==> src/rtl/led_output_pkg.sv <==
// Shared definitions for the LED output driver: mode encodings, lamp-test
// FSM states and the default lamp bit positions.
package led_output_pkg;

  localparam logic [1:0] MODE_NORMAL = 2'b00;
  localparam logic [1:0] MODE_FLASH  = 2'b01;
  localparam logic [1:0] MODE_TEST   = 2'b10;
  localparam logic [1:0] MODE_OFF    = 2'b11;

  localparam int unsigned HRED    = 6;
  localparam int unsigned HYELLOW = 5;
  localparam int unsigned HLEFT   = 4;
  localparam int unsigned HGREEN  = 3;
  localparam int unsigned FRED    = 2;
  localparam int unsigned FYELLOW = 1;
  localparam int unsigned FLEFT   = 0;

  typedef enum logic [1:0] {
    TIdle,
    TWalk,
    TAll,
    TDone
  } test_state_e;

endpackage

==> src/rtl/blink_prescaler.sv <==
// Free-running divider: blink_phase toggles every BLINK_DIV cycles; tick marks
// the terminal count so callers can align with the toggle.
module blink_prescaler #(
  parameter int unsigned BLINK_DIV = 25000000
) (
  input  logic clk,
  input  logic rst_n,
  output logic blink_phase,
  output logic tick
);

  localparam int unsigned CntW = (BLINK_DIV > 1) ? $clog2(BLINK_DIV) : 1;
  localparam logic [CntW-1:0] LastCnt = CntW'(BLINK_DIV - 1);

  logic [CntW-1:0] cnt_q;
  logic            phase_q;

  assign tick        = (cnt_q == LastCnt);
  assign blink_phase = phase_q;

  always_ff @(posedge clk) begin
    if (!rst_n) begin
      cnt_q   <= '0;
      phase_q <= 1'b0;
    end else begin
      cnt_q   <= tick ? '0 : cnt_q + CntW'(1);
      phase_q <= phase_q ^ tick;
    end
  end

endmodule

==> src/rtl/led_output_driver.sv <==
// Maps traffic-light lamp requests to registered board LEDs with per-lamp
// blinking, fault flash, a walking-one lamp test, an all-off mode and a heartbeat.
module led_output_driver
  import led_output_pkg::*;
#(
  parameter int unsigned          NUM_LAMPS  = 7,
  parameter int unsigned          BLINK_DIV  = 25000000,
  parameter int unsigned          TEST_STEP  = 12500000,
  parameter logic [NUM_LAMPS-1:0] FLASH_MASK = 7'b0100010
) (
  input  logic                 CLOCK,
  input  logic                 RESETN,
  input  logic [1:0]           MODE,
  input  logic [NUM_LAMPS-1:0] LAMP_IN,
  input  logic [NUM_LAMPS-1:0] BLINK_EN,
  output logic [NUM_LAMPS:0]   LED,
  output logic                 TEST_DONE
);

  localparam int unsigned IdxW  = (NUM_LAMPS > 1) ? $clog2(NUM_LAMPS) : 1;
  localparam int unsigned StepW = (TEST_STEP > 1) ? $clog2(TEST_STEP) : 1;
  localparam logic [IdxW-1:0]  LastIdx  = IdxW'(NUM_LAMPS - 1);
  localparam logic [StepW-1:0] LastStep = StepW'(TEST_STEP - 1);

  logic blink_phase;
  logic unused_blink_tick;

  blink_prescaler #(
    .BLINK_DIV (BLINK_DIV)
  ) u_blink (
    .clk         (CLOCK),
    .rst_n       (RESETN),
    .blink_phase (blink_phase),
    .tick        (unused_blink_tick)
  );

  test_state_e          state_q, state_d;
  logic [IdxW-1:0]      idx_q, idx_d;
  logic [StepW-1:0]     step_q, step_d;
  logic [NUM_LAMPS:0]   led_q, led_d;
  logic                 done_q, done_d;
  logic [NUM_LAMPS-1:0] lamps;

  always_ff @(posedge CLOCK) begin
    if (!RESETN) begin
      state_q <= TIdle;
      idx_q   <= '0;
      step_q  <= '0;
      led_q   <= '0;
      done_q  <= 1'b0;
    end else begin
      state_q <= state_d;
      idx_q   <= idx_d;
      step_q  <= step_d;
      led_q   <= led_d;
      done_q  <= done_d;
    end
  end

  // Leaving lamp-test mode for even one cycle aborts the sequence.
  always_comb begin
    state_d = state_q;
    idx_d   = idx_q;
    step_d  = step_q;
    if (MODE != MODE_TEST) begin
      state_d = TIdle;
      idx_d   = '0;
      step_d  = '0;
    end else begin
      case (state_q)
        TIdle: begin
          state_d = TWalk;
          idx_d   = '0;
          step_d  = '0;
        end
        TWalk: begin
          if (step_q == LastStep) begin
            step_d = '0;
            if (idx_q == LastIdx) state_d = TAll;
            else                  idx_d   = idx_q + IdxW'(1);
          end else begin
            step_d = step_q + StepW'(1);
          end
        end
        TAll: begin
          if (step_q == LastStep) begin
            step_d  = '0;
            state_d = TDone;
          end else begin
            step_d = step_q + StepW'(1);
          end
        end
        TDone:   state_d = TDone;
        default: state_d = TIdle;
      endcase
    end
  end

  // Test patterns follow the next state so the walk shows on the entry edge.
  always_comb begin
    lamps = '0;
    unique case (MODE)
      MODE_NORMAL: lamps = LAMP_IN & (~BLINK_EN | {NUM_LAMPS{blink_phase}});
      MODE_FLASH:  lamps = FLASH_MASK & {NUM_LAMPS{blink_phase}};
      MODE_TEST: begin
        if (state_d == TWalk)                        lamps = NUM_LAMPS'(1) << idx_d;
        else if (state_d == TAll || state_d == TDone) lamps = '1;
      end
      MODE_OFF:    lamps = '0;
      default:     lamps = '0;
    endcase
    led_d  = {blink_phase, lamps};
    done_d = (state_d == TDone);
  end

  assign LED       = led_q;
  assign TEST_DONE = done_q;

endmodule

==> config.mk <==
export PLATFORM = sky130hd
export DESIGN_NAME = led_output_driver
export DESIGN_NICKNAME = d
export VERILOG_FILES = /design/src/rtl/led_output_pkg.sv /design/src/rtl/blink_prescaler.sv /design/src/rtl/led_output_driver.sv
export SDC_FILE = /design/constraint.sdc
export NUM_CORES = 1
export LEC_CHECK = 0
export CORE_ASPECT_RATIO = 0.7
export CORE_MARGIN = 2
export CORE_UTILIZATION = 55
export DETAILED_ROUTE_END_ITERATION = 6
export PLACE_DENSITY_LB_ADDON = 0.3
export SLEW_MARGIN = 20
export SYNTH_ARGS = -nofsm -noshare
export SYNTH_HDL_FRONTEND = slang
export SYNTH_HIERARCHICAL = 1
export SYNTH_SLANG_ARGS = --single-unit
==> constraint.sdc <==
create_clock -name CLOCK -period 4.65 [get_ports CLOCK]
set_input_delay 0.93 -clock CLOCK [delete_from_list [all_inputs] [get_ports CLOCK]]
set_output_delay 0.93 -clock CLOCK [all_outputs]
set_load 0.02 [all_outputs]
======== After elaboration in Yosys (flattened, before gate mapping) ========
Index checks and enable logic that the tools add are counted.
Widths: inputs -> output; s select.
operators by class
  add/sub/neg operators ................... 3
  eq/ne operators ......................... 13
  shifts and indexed selects .............. 1
  mux-type cells .......................... 14
  bitwise gates (word level) .............. 5
  reductions and logical operators ........ 7
operators by type and width
  operator               number
  $pmux 24 s2            1
  $pmux 7 s4             1
  $add 25x1->25 const B  1
  $eq 25x25->1 const B   1
  $add 24x1->24 const B  1
  $eq 24x24->1 const B   1
  $mux 24                1
  $mux 7                 2
  $eq 2x2->1 const B     6
  $mux 3                 3
  $mux 2                 4
  $pmux 2 s4             1
  $and 7x7->7            1
  $not 7->7              1
  $or 7x7->7             1
  $shl 1x3->7 const A    1
  $eq 2x1->1 const B     3
  $pmux 3 s2             1
  $reduce_or 2->1        3
  $logic_not 2->1        2
  $add 3x1->3 const B    1
  $eq 3x3->1 const B     1
  $ne 2x2->1 const B     1
  $reduce_bool 2->1      1
  other kinds (3)        3
word-level totals
  bits in registers ....................... 64
  bits of input ports ..................... 18
  output and inout port bits .............. 9

======== Longest topological paths before layout ========
  depth in word-level cells ............... 10
  depth in mapped cells ................... 8

======== Hierarchy ========
Netlist, hierarchy kept.
by module, submodules not included
  module             times used  cells each  area an instance (µm²)  sequential area each (µm²)
  led_output_driver  1           233         2,024.4                 760.7
  blink_prescaler    1           145         1,295.0                 520.5

======== Worst setup path after synthesis ========
No wires, ideal clock.
  kind .................................... input-to-reg
  start ................................... in MODE[0]
  end ..................................... reg led_q[6], in the netlist LED[6]
  library setup time ...................... 0.092 ns
  data arrival time ....................... 1.893 ns
  data required time ...................... 4.558 ns
  setup slack ............................. 2.665 ns
  cell stages on the path ................. 5
  buffers on the path ..................... 0
  cell sequence ........................... and2b_1 o21ai_0 nor3_1 nand2b_1 o32ai_1
on the way
  word-level cells in the longest chain between the ends .. 7
  elaborated cells between the ends (all ways) .. 15
  those cells by class .................... 7 x eq/ne; 1 x shift; 5 x mux; 2 x reduce/logical
ends and longest elaborated chain
  item                  line                      source
  start, declared       led_output_driver.sv:13   input logic [1:0] MODE,
  $ne 2x2->1            led_output_driver.sv:65   if (MODE != MODE_TEST) begin
  $mux 2                led_output_driver.sv:65
  $eq 2x2->1            led_output_driver.sv:107  else if (state_d == TAll || state_d == TDone) lamps = '1;
  $logic_or 1x1->1      led_output_driver.sv:107
  $mux 7                led_output_driver.sv:107
  $mux 7                led_output_driver.sv:106  if (state_d == TWalk) lamps = NUM_LAMPS'(1) << idx_d;
  $pmux 7 s4 (*)        led_output_driver.sv:102  unique case (MODE)
  end signal, assigned  led_output_driver.sv:55   led_q <= led_d;
  end, declared         led_output_driver.sv:40   logic [NUM_LAMPS:0] led_q, led_d;
Every way passes the cells marked *; elsewhere a longest branch is shown, timed or not.
A chain may end at the register's enable or synchronous reset.

======== Worst setup path in the final report ========
Same ends and word-level chain as after synthesis.

==> results.py <==
metrics = {
    "power_and_ir_drop": {
        "totalPowerFinal_w": 0.001086,
        "power.density_nw_per_um2": 285.8,
        "vdd_ir_drop_max_uv": 188.0,
        "p_leak_nw": 1.291,
    },
    "worst_setup_path": {
        "startpoint_type": "primary input",
        "worstReg2RegStart": "u_blink/cnt_q[7]$_SDFF_PP0_",
        "arrival_ps": 2610,
        "end_kind": "flop",
        "r2r_slack_ps": 2300,
        "cp_max_fo": 7,
        "critPathLaunch": "MODE[0]",
        "cp-endpoint": "LED[6]$_SDFF_PN0_",
        "worstSetupPathType": "primary input to flop",
        "worst-endpoint-required_ps": 4900,
        "reg2reg_to": "u_blink/cnt_q[17]$_SDFF_PP0_",
        "rr_worst_depth": 5,
    },
    "layout": {
        "area_growth_pct": 14.57,
        "layout_commonest_cell": "dfxtp_1",
        "final_cell_mix": "64 x dfxtp_1, 47 x nor2_1, 26 x clkdlybuf4s50_1",
        "antenna_cells": 0,
        "instances_no_fill": 483,
        "layout-drive-gt1-share": 0.08333,
        "fin_nets": 431,
    },
    "clocking": {
        "cts_buffers": 9,
        "cts-htree-levels": 3,
        "clkLatencyLatePin_ps": 340,
        "clkTransAtPathRegs_ps": 70,
        "cts_root_buf": "clkbuf_8",
        "clockBufferDepth": 2,
        "cts_resized": 0,
        "post_cts_buffers": 0,
        "cts_tree": "done",
        "cts.sinks": 64,
        "hold_buffers": 0,
    },
    "synthesis": {
        "synth_area_um2": 3316,
        "synth_nets": 405,
        "syn_inst": 377,
        "ys_warn_count": 6,
        "syn_avg_cell_area_um2": 8.795,
    },
    "flow_run": {
        "cap_violations": 0,
    },
    "drt": {
        "vias": 2862,
        "drt_iter0_drc": 184,
        "via_per_inst": 5.925,
        "drt_pass1_iterations": 5,
        "wirelength_um": 7342,
        "drc": 0,
        "post_drt_wl_per_cell_um": 15.20,
        "detail-route-antenna-nets": 0,
    },
    "sta": {
        "holdWs_ps": 453.9,
        "fin_worst_skew_ps": 8.252,
        "rsz0062_at_grt": "false",
        "fmax_ghz": 0.4243,
        "hold_viol": 0,
        "worst_pin_slew_ps": 802.3,
        "setup_viol": 0,
        "period_share": 0.5068,
        "period_minus_slack_ps": 2357,
        "maxSlewViolCount": 0,
        "max-slew-margin-rel": 0.4616,
        "setup-tns-final_ps": 0,
    },
    "floorplan": {
        "rows": 23,
        "start_util": 0.5732,
        "die_area_um2": 6675,
        "coreArea_um2": 5784,
        "die-height_um": 68.96,
        "io_pins": 27,
        "fp.dieW_um": 96.80,
    },
    "placed_design": {
        "io_buffers": 26,
        "globalplace.congestion": 0.8386,
        "hpwl_um": 5163,
        "dp_cells": 467,
    },
    "global_routing": {
        "grt_pass1_wl_um": 12140,
        "grt_overflow": 0,
        "grtUsageTotal": 0.2294,
        "grt_max_degree": 24,
        "antenna_found_initial": 0,
        "grt_pass1_vias": 2493,
    },
    "worst_hold_path": {
        "hold_path_class": "flop to flop",
    },
    "outcome": {
        "outcome": "completed",
    },
}
sequential cells by signal, summed over array words and instances, names as in the netlist:
name and count:
LED 8, state_q 2, u_blink/blink_phase 1, u_blink/cnt_q 25
TEST_DONE 1, idx_q 3, step_q 24
report_power, final:
part	switching, W	internal, W
Clock	0.000208	0.000276
Sequential	0.00000297	0.000552
Combinational	0.0000227	0.0000240
final cells by class:
class	instances	area [um^2]
Timing Repair Buffer	28	275.3
Multi-Input combinational cell	290	1912
Clock inverter	3	40.04
Inverter	10	37.54
Fill cell	487	1986
Sequential cell	64	1281
Clock buffer	13	158.9
Tap cell	75	93.84
worst min-delay path by stage:
stage / from / to / slack (ps) / cells past startpoint
finish: u_blink/cnt_q[0]$_SDFF_PP0_ / u_blink/cnt_q[0]$_SDFF_PP0_ / 450 / 1
floorplan: u_blink/cnt_q[0]$_SDFF_PP0_ / u_blink/cnt_q[0]$_SDFF_PP0_ / 410 / 1
global route: u_blink/cnt_q[0]$_SDFF_PP0_ / u_blink/cnt_q[0]$_SDFF_PP0_ / 480 / 1
global placement: u_blink/cnt_q[0]$_SDFF_PP0_ / u_blink/cnt_q[0]$_SDFF_PP0_ / 430 / 1
detailed placement: u_blink/cnt_q[0]$_SDFF_PP0_ / u_blink/cnt_q[0]$_SDFF_PP0_ / 440 / 1
CTS: u_blink/cnt_q[0]$_SDFF_PP0_ / u_blink/cnt_q[0]$_SDFF_PP0_ / 450 / 1
critical path, cell delays in order:
cell and delay [ps]:
clkdlybuf4s50_1 500, and2b_1 340, o21ai_0 140, nor3_1 270
nand2b_1 140, o32ai_1 280
routing by layer:
layer,GRT usage,vias up,share of wire
met5,0,-,0
met4,0.08275,0,0.013
met3,0.06855,11,0.065
met2,0.3368,100,0.41
met1,0.3214,1329,0.51
li1,-,1422,-
per-stage QoR:
step,util,setup slack [ps],cell area [um^2]
6_report,0.6567,2293,3799
5_1_grt,0.6567,2143,3799
4_1_cts,0.6567,2328,3799
3_5_place_dp,0.6223,1977,3600
3_3_place_gp,0.6223,2018,3600
2_1_floorplan,-,2665,3316
Note: power is estimated with default switching activity, not from simulation.
